`config.mk`:
```
export PLATFORM = sky130hd
export DESIGN_NAME = cym_meas_sched_flat
export DESIGN_NICKNAME = d
export VERILOG_FILES = /design/src/rtl/cym_pkg.sv /design/src/rtl/cym_meas_sched_if.sv /design/src/rtl/cym_rr_arb.sv /design/src/rtl/cym_meas_sched.sv /design/src/flat_wrapper.sv
export SDC_FILE = /design/constraint.sdc
export NUM_CORES = 1
export LEC_CHECK = 0
export BUFFER_PORTS_ARGS = -buffer_cell sky130_fd_sc_hd__buf_2
export CELL_PAD_IN_SITES_DETAIL_PLACEMENT = 1
export CELL_PAD_IN_SITES_GLOBAL_PLACEMENT = 2
export CORE_MARGIN = 5
export CORE_UTILIZATION = 31
export DETAILED_ROUTE_END_ITERATION = 16
export PLACE_DENSITY = 0.73
export SETUP_SLACK_MARGIN = 0.2
export SLEW_MARGIN = 20
export SYNTH_ARGS = -nofsm -noshare
export SYNTH_HDL_FRONTEND = slang
export SYNTH_HIERARCHICAL = 1
export SYNTH_SLANG_ARGS = --single-unit
```
`constraint.sdc`:
```
create_clock -name clk_fs -period 2.3 [get_ports clk_fs]
set_input_delay 0.115 -clock clk_fs [delete_from_list [all_inputs] [get_ports clk_fs]]
set_output_delay 0.115 -clock clk_fs [all_outputs]
set_load 0.05 [all_outputs]
```
`src/rtl/cym_pkg.sv`:
```
// Shared definitions for the measurement scheduler and the downstream counter datapath:
// FSM state encoding, result width and default phase lengths.
package cym_pkg;

   localparam int CYM_RES_W       = 20;
   localparam int CYM_CNT_W       = 32;
   localparam int CYM_SETTLE_DEF  = 16;
   localparam int CYM_GATE_DEF    = 50000;
   localparam int CYM_TIMEOUT_DEF = 1000000;

   typedef enum logic [2:0] {
      ST_IDLE   = 3'd0,
      ST_SETTLE = 3'd1,
      ST_CLR    = 3'd2,
      ST_GATE   = 3'd3,
      ST_WAIT   = 3'd4,
      ST_DONE   = 3'd5
   } cym_state_t;

   // Terminal count of a phase lasting 'cycles' clocks whose counter starts at zero on entry.
   function automatic logic [CYM_CNT_W-1:0] cym_last_cnt(input int cycles);
      return CYM_CNT_W'(cycles - 1);
   endfunction

endpackage

```
`src/rtl/cym_meas_sched_if.sv`:
```
// Request/acknowledge and datapath-control bundle of the measurement scheduler.
// master = scheduler side, slave = requesters plus counter datapath.
interface cym_meas_sched_if #(
   parameter int CH_NUM = 4
) ();
   import cym_pkg::*;

   localparam int CW = $clog2(CH_NUM);

   logic [CH_NUM-1:0]    req;
   logic [CH_NUM-1:0]    ack;
   logic [CW-1:0]        ch_sel;
   logic                 meas_clr;
   logic                 gate_en;
   logic                 meas_done;
   logic [CYM_RES_W-1:0] meas_data;
   logic [CYM_RES_W-1:0] result;
   logic [CW-1:0]        result_ch;
   logic                 result_vld;
   logic                 result_err;

   modport master (
      input  req, meas_done, meas_data,
      output ack, ch_sel, meas_clr, gate_en, result, result_ch, result_vld, result_err
   );

   modport slave (
      output req, meas_done, meas_data,
      input  ack, ch_sel, meas_clr, gate_en, result, result_ch, result_vld, result_err
   );

endinterface

```
`src/rtl/cym_rr_arb.sv`:
```
// Combinational round-robin arbiter: the first requesting channel after 'last',
// wrapping at CH_NUM, wins. Works for non-power-of-two channel counts.
module cym_rr_arb #(
   parameter int CH_NUM = 4,
   parameter int CW     = $clog2(CH_NUM)
) (
   input  logic [CH_NUM-1:0] req,
   input  logic [CW-1:0]     last,
   output logic [CH_NUM-1:0] grant,
   output logic [CW-1:0]     grant_idx,
   output logic              grant_vld
);

   logic [CW-1:0] idx_s;
   logic          hit_s;

   // Priority scan starting one past the previous winner.
   always_comb begin
      grant     = {CH_NUM{1'b0}};
      grant_idx = {CW{1'b0}};
      grant_vld = 1'b0;
      idx_s     = {CW{1'b0}};
      hit_s     = 1'b0;
      for (int i = 1; i <= CH_NUM; i++) begin
         idx_s     = CW'((int'(last) + i) % CH_NUM);
         hit_s     = !grant_vld && req[idx_s];
         grant     = hit_s ? (CH_NUM'(1) << idx_s) : grant;
         grant_idx = hit_s ? idx_s : grant_idx;
         grant_vld = grant_vld | hit_s;
      end
   end

endmodule

```
`src/rtl/cym_meas_sched.sv`:
```
// Measurement scheduler: round-robin grant, then SETTLE/CLR/GATE/WAIT/DONE sequencing
// of the shared frequency counter. Optional WAIT timeout under CYM_SCHED_TIMEOUT_EN.
module cym_meas_sched
   import cym_pkg::*;
#(
   parameter int CH_NUM         = 4,
   parameter int SETTLE_CYCLES  = CYM_SETTLE_DEF,
   parameter int GATE_CYCLES    = CYM_GATE_DEF,
   parameter int TIMEOUT_CYCLES = CYM_TIMEOUT_DEF
) (
   input logic              clk_fs,
   input logic              rst_n,
   cym_meas_sched_if.master bus
);

   localparam int CW = $clog2(CH_NUM);

   cym_state_t           state_r;
   logic [CYM_CNT_W-1:0] cnt_r;
   logic [CW-1:0]        last_r;
   logic [CW-1:0]        ch_sel_r;
   logic [CH_NUM-1:0]    sel_oh_r;
   logic [CH_NUM-1:0]    ack_r;
   logic                 meas_clr_r;
   logic                 gate_en_r;
   logic [CYM_RES_W-1:0] result_r;
   logic [CW-1:0]        result_ch_r;
   logic                 result_vld_r;
`ifdef CYM_SCHED_TIMEOUT_EN
   logic                 result_err_r;
`endif

   logic [CH_NUM-1:0]    grant_s;
   logic [CW-1:0]        grant_idx_s;
   logic                 grant_vld_s;

   cym_rr_arb #(
      .CH_NUM (CH_NUM),
      .CW     (CW)
   ) u_arb (
      .req       (bus.req),
      .last      (last_r),
      .grant     (grant_s),
      .grant_idx (grant_idx_s),
      .grant_vld (grant_vld_s)
   );

   // Phase sequencer; every datapath- and requester-facing output is a register here.
   always_ff @(posedge clk_fs) begin
      if (!rst_n) begin
         state_r      <= ST_IDLE;
         cnt_r        <= {CYM_CNT_W{1'b0}};
         last_r       <= CW'(CH_NUM - 1);
         ch_sel_r     <= {CW{1'b0}};
         sel_oh_r     <= {CH_NUM{1'b0}};
         ack_r        <= {CH_NUM{1'b0}};
         meas_clr_r   <= 1'b0;
         gate_en_r    <= 1'b0;
         result_r     <= {CYM_RES_W{1'b0}};
         result_ch_r  <= {CW{1'b0}};
         result_vld_r <= 1'b0;
`ifdef CYM_SCHED_TIMEOUT_EN
         result_err_r <= 1'b0;
`endif
      end else begin
         meas_clr_r   <= 1'b0;
         result_vld_r <= 1'b0;
         ack_r        <= {CH_NUM{1'b0}};
         case (state_r)
            ST_IDLE: begin
               if (grant_vld_s) begin
                  ch_sel_r <= grant_idx_s;
                  sel_oh_r <= grant_s;
                  last_r   <= grant_idx_s;
                  cnt_r    <= {CYM_CNT_W{1'b0}};
                  state_r  <= ST_SETTLE;
               end
            end
            ST_SETTLE: begin
               if (cnt_r == cym_last_cnt(SETTLE_CYCLES)) begin
                  cnt_r      <= {CYM_CNT_W{1'b0}};
                  meas_clr_r <= 1'b1;
                  state_r    <= ST_CLR;
               end else begin
                  cnt_r <= cnt_r + 32'd1;
               end
            end
            ST_CLR: begin
               gate_en_r <= 1'b1;
               cnt_r     <= {CYM_CNT_W{1'b0}};
               state_r   <= ST_GATE;
            end
            ST_GATE: begin
               if (cnt_r == cym_last_cnt(GATE_CYCLES)) begin
                  gate_en_r <= 1'b0;
                  cnt_r     <= {CYM_CNT_W{1'b0}};
                  state_r   <= ST_WAIT;
               end else begin
                  cnt_r <= cnt_r + 32'd1;
               end
            end
            // A done pulse wins over a timeout landing on the same edge.
            ST_WAIT: begin
               if (bus.meas_done) begin
                  result_r     <= bus.meas_data;
                  result_ch_r  <= ch_sel_r;
                  result_vld_r <= 1'b1;
                  ack_r        <= sel_oh_r;
`ifdef CYM_SCHED_TIMEOUT_EN
                  result_err_r <= 1'b0;
`endif
                  state_r      <= ST_DONE;
               end
`ifdef CYM_SCHED_TIMEOUT_EN
               else if (cnt_r == cym_last_cnt(TIMEOUT_CYCLES)) begin
                  result_r     <= {CYM_RES_W{1'b0}};
                  result_ch_r  <= ch_sel_r;
                  result_vld_r <= 1'b1;
                  ack_r        <= sel_oh_r;
                  result_err_r <= 1'b1;
                  state_r      <= ST_DONE;
               end else begin
                  cnt_r <= cnt_r + 32'd1;
               end
`endif
            end
            ST_DONE: begin
               state_r <= ST_IDLE;
            end
            default: begin
               gate_en_r <= 1'b0;
               state_r   <= ST_IDLE;
            end
         endcase
      end
   end

   assign bus.ack        = ack_r;
   assign bus.ch_sel     = ch_sel_r;
   assign bus.meas_clr   = meas_clr_r;
   assign bus.gate_en    = gate_en_r;
   assign bus.result     = result_r;
   assign bus.result_ch  = result_ch_r;
   assign bus.result_vld = result_vld_r;
`ifdef CYM_SCHED_TIMEOUT_EN
   assign bus.result_err = result_err_r;
`else
   assign bus.result_err = 1'b0;
`endif

endmodule

```
`src/flat_wrapper.sv`:
```
// flat-port wrapper written by rule: the top's interface ports become plain ports
module cym_meas_sched_flat import cym_pkg::*;
#(
   parameter int CH_NUM         = 4,
   parameter int SETTLE_CYCLES  = CYM_SETTLE_DEF,
   parameter int GATE_CYCLES    = CYM_GATE_DEF,
   parameter int TIMEOUT_CYCLES = CYM_TIMEOUT_DEF
)
  (clk_fs, rst_n, bus_req, bus_meas_done, bus_meas_data, bus_ack, bus_ch_sel, bus_meas_clr, bus_gate_en, bus_result, bus_result_ch, bus_result_vld, bus_result_err);
  cym_meas_sched_if #(.CH_NUM(CH_NUM)) bus_i ();
  input logic clk_fs;
  input logic rst_n;
  input wire logic [$bits(bus_i.req)-1:0] bus_req;
  input wire logic [$bits(bus_i.meas_done)-1:0] bus_meas_done;
  input wire logic [$bits(bus_i.meas_data)-1:0] bus_meas_data;
  output wire logic [$bits(bus_i.ack)-1:0] bus_ack;
  output wire logic [$bits(bus_i.ch_sel)-1:0] bus_ch_sel;
  output wire logic [$bits(bus_i.meas_clr)-1:0] bus_meas_clr;
  output wire logic [$bits(bus_i.gate_en)-1:0] bus_gate_en;
  output wire logic [$bits(bus_i.result)-1:0] bus_result;
  output wire logic [$bits(bus_i.result_ch)-1:0] bus_result_ch;
  output wire logic [$bits(bus_i.result_vld)-1:0] bus_result_vld;
  output wire logic [$bits(bus_i.result_err)-1:0] bus_result_err;
  assign bus_i.req = bus_req;
  assign bus_i.meas_done = bus_meas_done;
  assign bus_i.meas_data = bus_meas_data;
  assign bus_ack = bus_i.ack;
  assign bus_ch_sel = bus_i.ch_sel;
  assign bus_meas_clr = bus_i.meas_clr;
  assign bus_gate_en = bus_i.gate_en;
  assign bus_result = bus_i.result;
  assign bus_result_ch = bus_i.result_ch;
  assign bus_result_vld = bus_i.result_vld;
  assign bus_result_err = bus_i.result_err;
  cym_meas_sched #(.CH_NUM(CH_NUM), .SETTLE_CYCLES(SETTLE_CYCLES), .GATE_CYCLES(GATE_CYCLES), .TIMEOUT_CYCLES(TIMEOUT_CYCLES)) u_core (.clk_fs(clk_fs), .rst_n(rst_n), .bus(bus_i));
endmodule
```
==> metrics.md <==
| Metric | Value |
|---|---|
| Fin crit period | `1.95 ns` |
| Share of power burned in registers | `38.1%` |
| Crit. End Element | `register` |
| Hold crit path type | `in -> reg` |
| Max Cap Viol | `0` |
| Reg2reg end | `u_core/cnt_r[22]$_SDFFE_PN0P_` |
| Syn Area/Cell | `~8.7 um^2` |
| HPWL Detailed | `roughly 8200 um` |
| Max clock buf depth | `2` |
| Clock Power Share | `between 40 and 50%` |
| I/O pins | `59` |
| Worst Path Arrival | `between 2 and 2.5 ns` |
| HP Start | `bus_meas_data[10]` |
| Unique masters post-synth | `63` |
| Final setup viols | `0` |
| Largest family of logic cells by synthesized area | `simple AND/OR/NAND/NOR gates` |
| DR iter-0 viols | `180` |
| Outcome | `finished clean` |
| PwrDens | `686 nW/um^2` |
| Type of the worst setup path | `reg -> reg` |
| NetSw | `approximately 830 uW` |
| Net count after synthesis | `501` |
| Post-synthesis instance area | `4030 um^2` |
| Cells after synthesis | `465` |
| Max-slew headroom | `60.0%` |
| # placed instances | `685` |
| Measured slew at the worst slew-check pin | `0.596 ns` |
| Worst Path Required | `~2.6 ns` |
| Largest cells by area after synthesis | `dfxtp_1 36%, nand2_1 8.2%, a21boi_0 5.8%` |
| Max-slew violations | `0` |
| CTS tree | `done` |
| H-tree Lvls | `3` |
| Fraction of registers with async set/reset | `0%` |
| DR WL/cell | `15.9 um` |
| Warnings from Yosys | `6` |
| Max Clock Freq | `between 500 and 600 MHz` |
| Adder-cell area share of the yosys netlist | `2.79%` |
| Clock transition at the registers of the reported paths | `0.06 ns` |
| Largest net degree at the start of global routing | `32` |
| Layout Skew | `0.00711 ns` |
| Worst Hold Depth | `3` |
| Final Hold Viols | `0` |
| GRT Overall Usage | `about 15%` |
| Reg2reg setup slack | `0.35 ns` |
| CP startpoint | `u_core/cnt_r[1]$_SDFFE_PN0P_` |
| Gp weighted congestion | `roughly 0.9` |
| Post-route ant nets | `0` |
| Routed vias/inst | `5.11` |
| Die Area | `roughly 15000 um^2` |
| Core area | `12700 um^2` |
| Tcrit/Tclk final | `between 80% and 90%` |
| CP max FO | `6` |
| # rows | `41` |
| Die height | `124 um` |
| Layout Area Growth over Synthesis | `22.4%` |
| Synthesis-stage register bit count | `72` |
| Reg2Reg Depth | `6` |
| Leak | `between 0.0015 and 0.002 uW` |
| Main flop type after synthesis | `dfxtp_1` |
| Worst skew pair latency | `around 0.33 ns` |
| Clock sinks | `72` |
| Share of layout cells above drive strength 1 | `between 20% and 30%` |
| Vias | `3596` |
| Remaining global-route overflow | `0` |
| Combinational share of power | `15.5%` |
| Vias in the first global route | `about 3500` |
| Final non-filler cell total | `704` |
| Mux contribution to synthesized area | `3.47%` |
| Sequential fraction of the synthesis area | `35.7%` |
| Hold path endpoint | `u_core/bus.result[10]$_SDFFE_PN0P_` |
| Drt drc | `0` |
| Antenna violations before repair | `0` |
| Die span in x | `124 um` |
| PortBufs | `57` |
| Sum Neg Setup Slack | `0 ns` |
| Internal power | `2560 uW` |
| Post-synth top area cell | `dfxtp_1` |
| Max VDD drop | `342 uV` |
| Antenna fix cells | `0` |
| First-pass GRT wire length | `roughly 18000 um` |
| CP startpoint kind | `register` |
| Switching share of power | `24.6%` |
| Clk root buf | `clkbuf_16` |
| RSZ-0062 raised after global routing | `yes` |
| Initial Util | `31.8%` |
| Share of the synthesized area in the top cell type | `between 30% and 40%` |
| Post-synth EDFFs | `0` |
| CTS Buf Count | `9` |
| Area fraction in compound gates after synthesis | `15.9%` |
| Final WL | `roughly 11000 um` |
| Post-synthesis simple-gate area fraction | `32.5%` |
| Post-synthesis share of cell area spent on xor and xnor gates | `5.21%` |
| FF-to-FF Start | `u_core/cnt_r[1]$_SDFFE_PN0P_` |
| Final nets | `563` |
| First-pass iteration count of the detailed router | `4` |
[sequential cells by signal, summed over array words and instances, names as in the netlist]
register and count:
u_core/bus.ack 4, u_core/bus.ch_sel 2, u_core/bus.gate_en 1, u_core/bus.meas_clr 1, u_core/bus.result 20, u_core/bus.result_ch 2
u_core/bus.result_vld 1, u_core/cnt_r 32, u_core/last_r 2, u_core/sel_oh_r 4, u_core/state_r 3
[through the flow]
| step | utilization [%] | hold slack [ns] | worst slack, ns | power [uW] | area [um^2] |
|---|---|---|---|---|---|
| 6_report | 39.0 | 0.0302 | 0.346 | 3390 | 4940 |
| 4_1_cts | 38.7 | 0.0175 | 0.198 | 3430 | 4900 |
| 3_5_place_dp | 35.8 | 0.375 | 0.147 | 1820 | 4530 |
| 2_1_floorplan | - | 0.260 | 0.208 | 1670 | 4040 |
| 3_3_place_gp | 35.8 | 0.365 | 0.244 | 1810 | 4530 |
| 5_1_grt | 39.0 | 0.0312 | 0.194 | 3540 | 4940 |
[cell usage in the layout (no fill, tap or decap), types with 9 or more instances in the layout]
| cell | Yosys | final |
|---|---|---|
| nand4_1 | 10 | 10 |
| and3_1 | 22 | 21 |
| xor2_1 | 17 | 17 |
| buf_4 | 1 | 21 |
| a21boi_0 | 31 | 31 |
| nor3b_1 | 20 | 20 |
| clkbuf_16 | 0 | 9 |
| buf_2 | 10 | 57 |
| nand2_1 | 88 | 88 |
| nor2_1 | 17 | 17 |
| dfxtp_1 | 72 | 68 |
| nand3_1 | 18 | 17 |
[how the worst max path moves through the flow]
stage,endpoint,slack [ns],cells past startpoint
floorplan,u_core/bus.ch_sel[0]$_SDFFE_PN0P_,0.21,10
global placement,u_core/sel_oh_r[0]$_SDFFE_PN0P_,0.24,7
detailed placement,u_core/sel_oh_r[0]$_SDFFE_PN0P_,0.15,7
CTS,u_core/bus.ch_sel[0]$_SDFFE_PN0P_,0.20,8
global route,u_core/cnt_r[12]$_SDFFE_PN0P_,0.19,7
finish,u_core/cnt_r[22]$_SDFFE_PN0P_,0.35,6
[kinds of logic (layout without fill, tap and decap cells)]
logic type,count (synthesis),after routing
fa+ha+maj,9,9
compound gates,82,82
xor+xnor,24,24
flops,72,72
mux,9,9
buf+inv,35,102
other cells,1,1
simple gates,233,233
[power by group through the flow]
stage | Sequential, uW | Clock, uW | Combinational (uW)
after floorplan | 1340 | 0 | 335
after CTS | 1290 | 1620 | 518
after detailed placement | 1320 | 0 | 507
after global routing | 1290 | 1670 | 580
final | 1290 | 1570 | 524
after global placement | 1320 | 0 | 491
[timing repair]
item                                    CTS  global route
resized for setup                         2             8
hold buffers                              0             0
pin swaps                                 1             0
setup buffers                             3             0
cloned                                    0             0
endpoints found under the setup margin    3            37
[synth_stat cells, types with 3 or more instances]
cell type / instances
nand2_1: 88
dfxtp_1: 72
a21boi_0: 31
and3_1: 22
nor3b_1: 20
nand3_1: 18
nor2_1: 17
xor2_1: 17
clkbuf_1: 13
buf_2: 10
nand4_1: 10
nor4_1: 10
ha_1: 9
inv_1: 8
nor3_1: 7
o22ai_1: 7
o31ai_1: 7
xnor2_1: 7
a21o_1: 5
and2_1: 5
nand2b_1: 5
and4_1: 4
nor4_2: 4
nor4b_1: 4
o21ai_0: 4
o2bb2ai_1: 4
a2111oi_1: 3
a211oi_1: 3
a22o_1: 3
buf_6: 3
mux2_2: 3
mux2i_4: 3
nor2b_1: 3
[critical path: stages, from the launching register on]
cell,delay (ns)
dfxtp_2,0.38
ha_1,0.19
and4_1,0.27
nand3_1,0.24
or4_1,0.47
a211oi_1,0.25
a21o_1,0.11
[cell type report]
type                    count  area (um^2)
multi-input cells         358         2470
clock inverters             6          108
well taps                 172          215
clock buffers              10          229
flip-flops and latches     72         1450
repair buffers             78          443
fillers                  1514         7730
inverters                   8         30.0
[routing by layer]
metal	GRT usage (%)	wire (um)	vias to the layer above	share of wire (%)
met5	0	0	-	0
met4	5.00	114	0	1.0
li1	-	-	1784	-
met2	24.0	5110	64	46
met3	3.32	575	9	5.2
met1	20.0	5360	1739	48
Note: power is estimated with default switching activity, not from simulation.
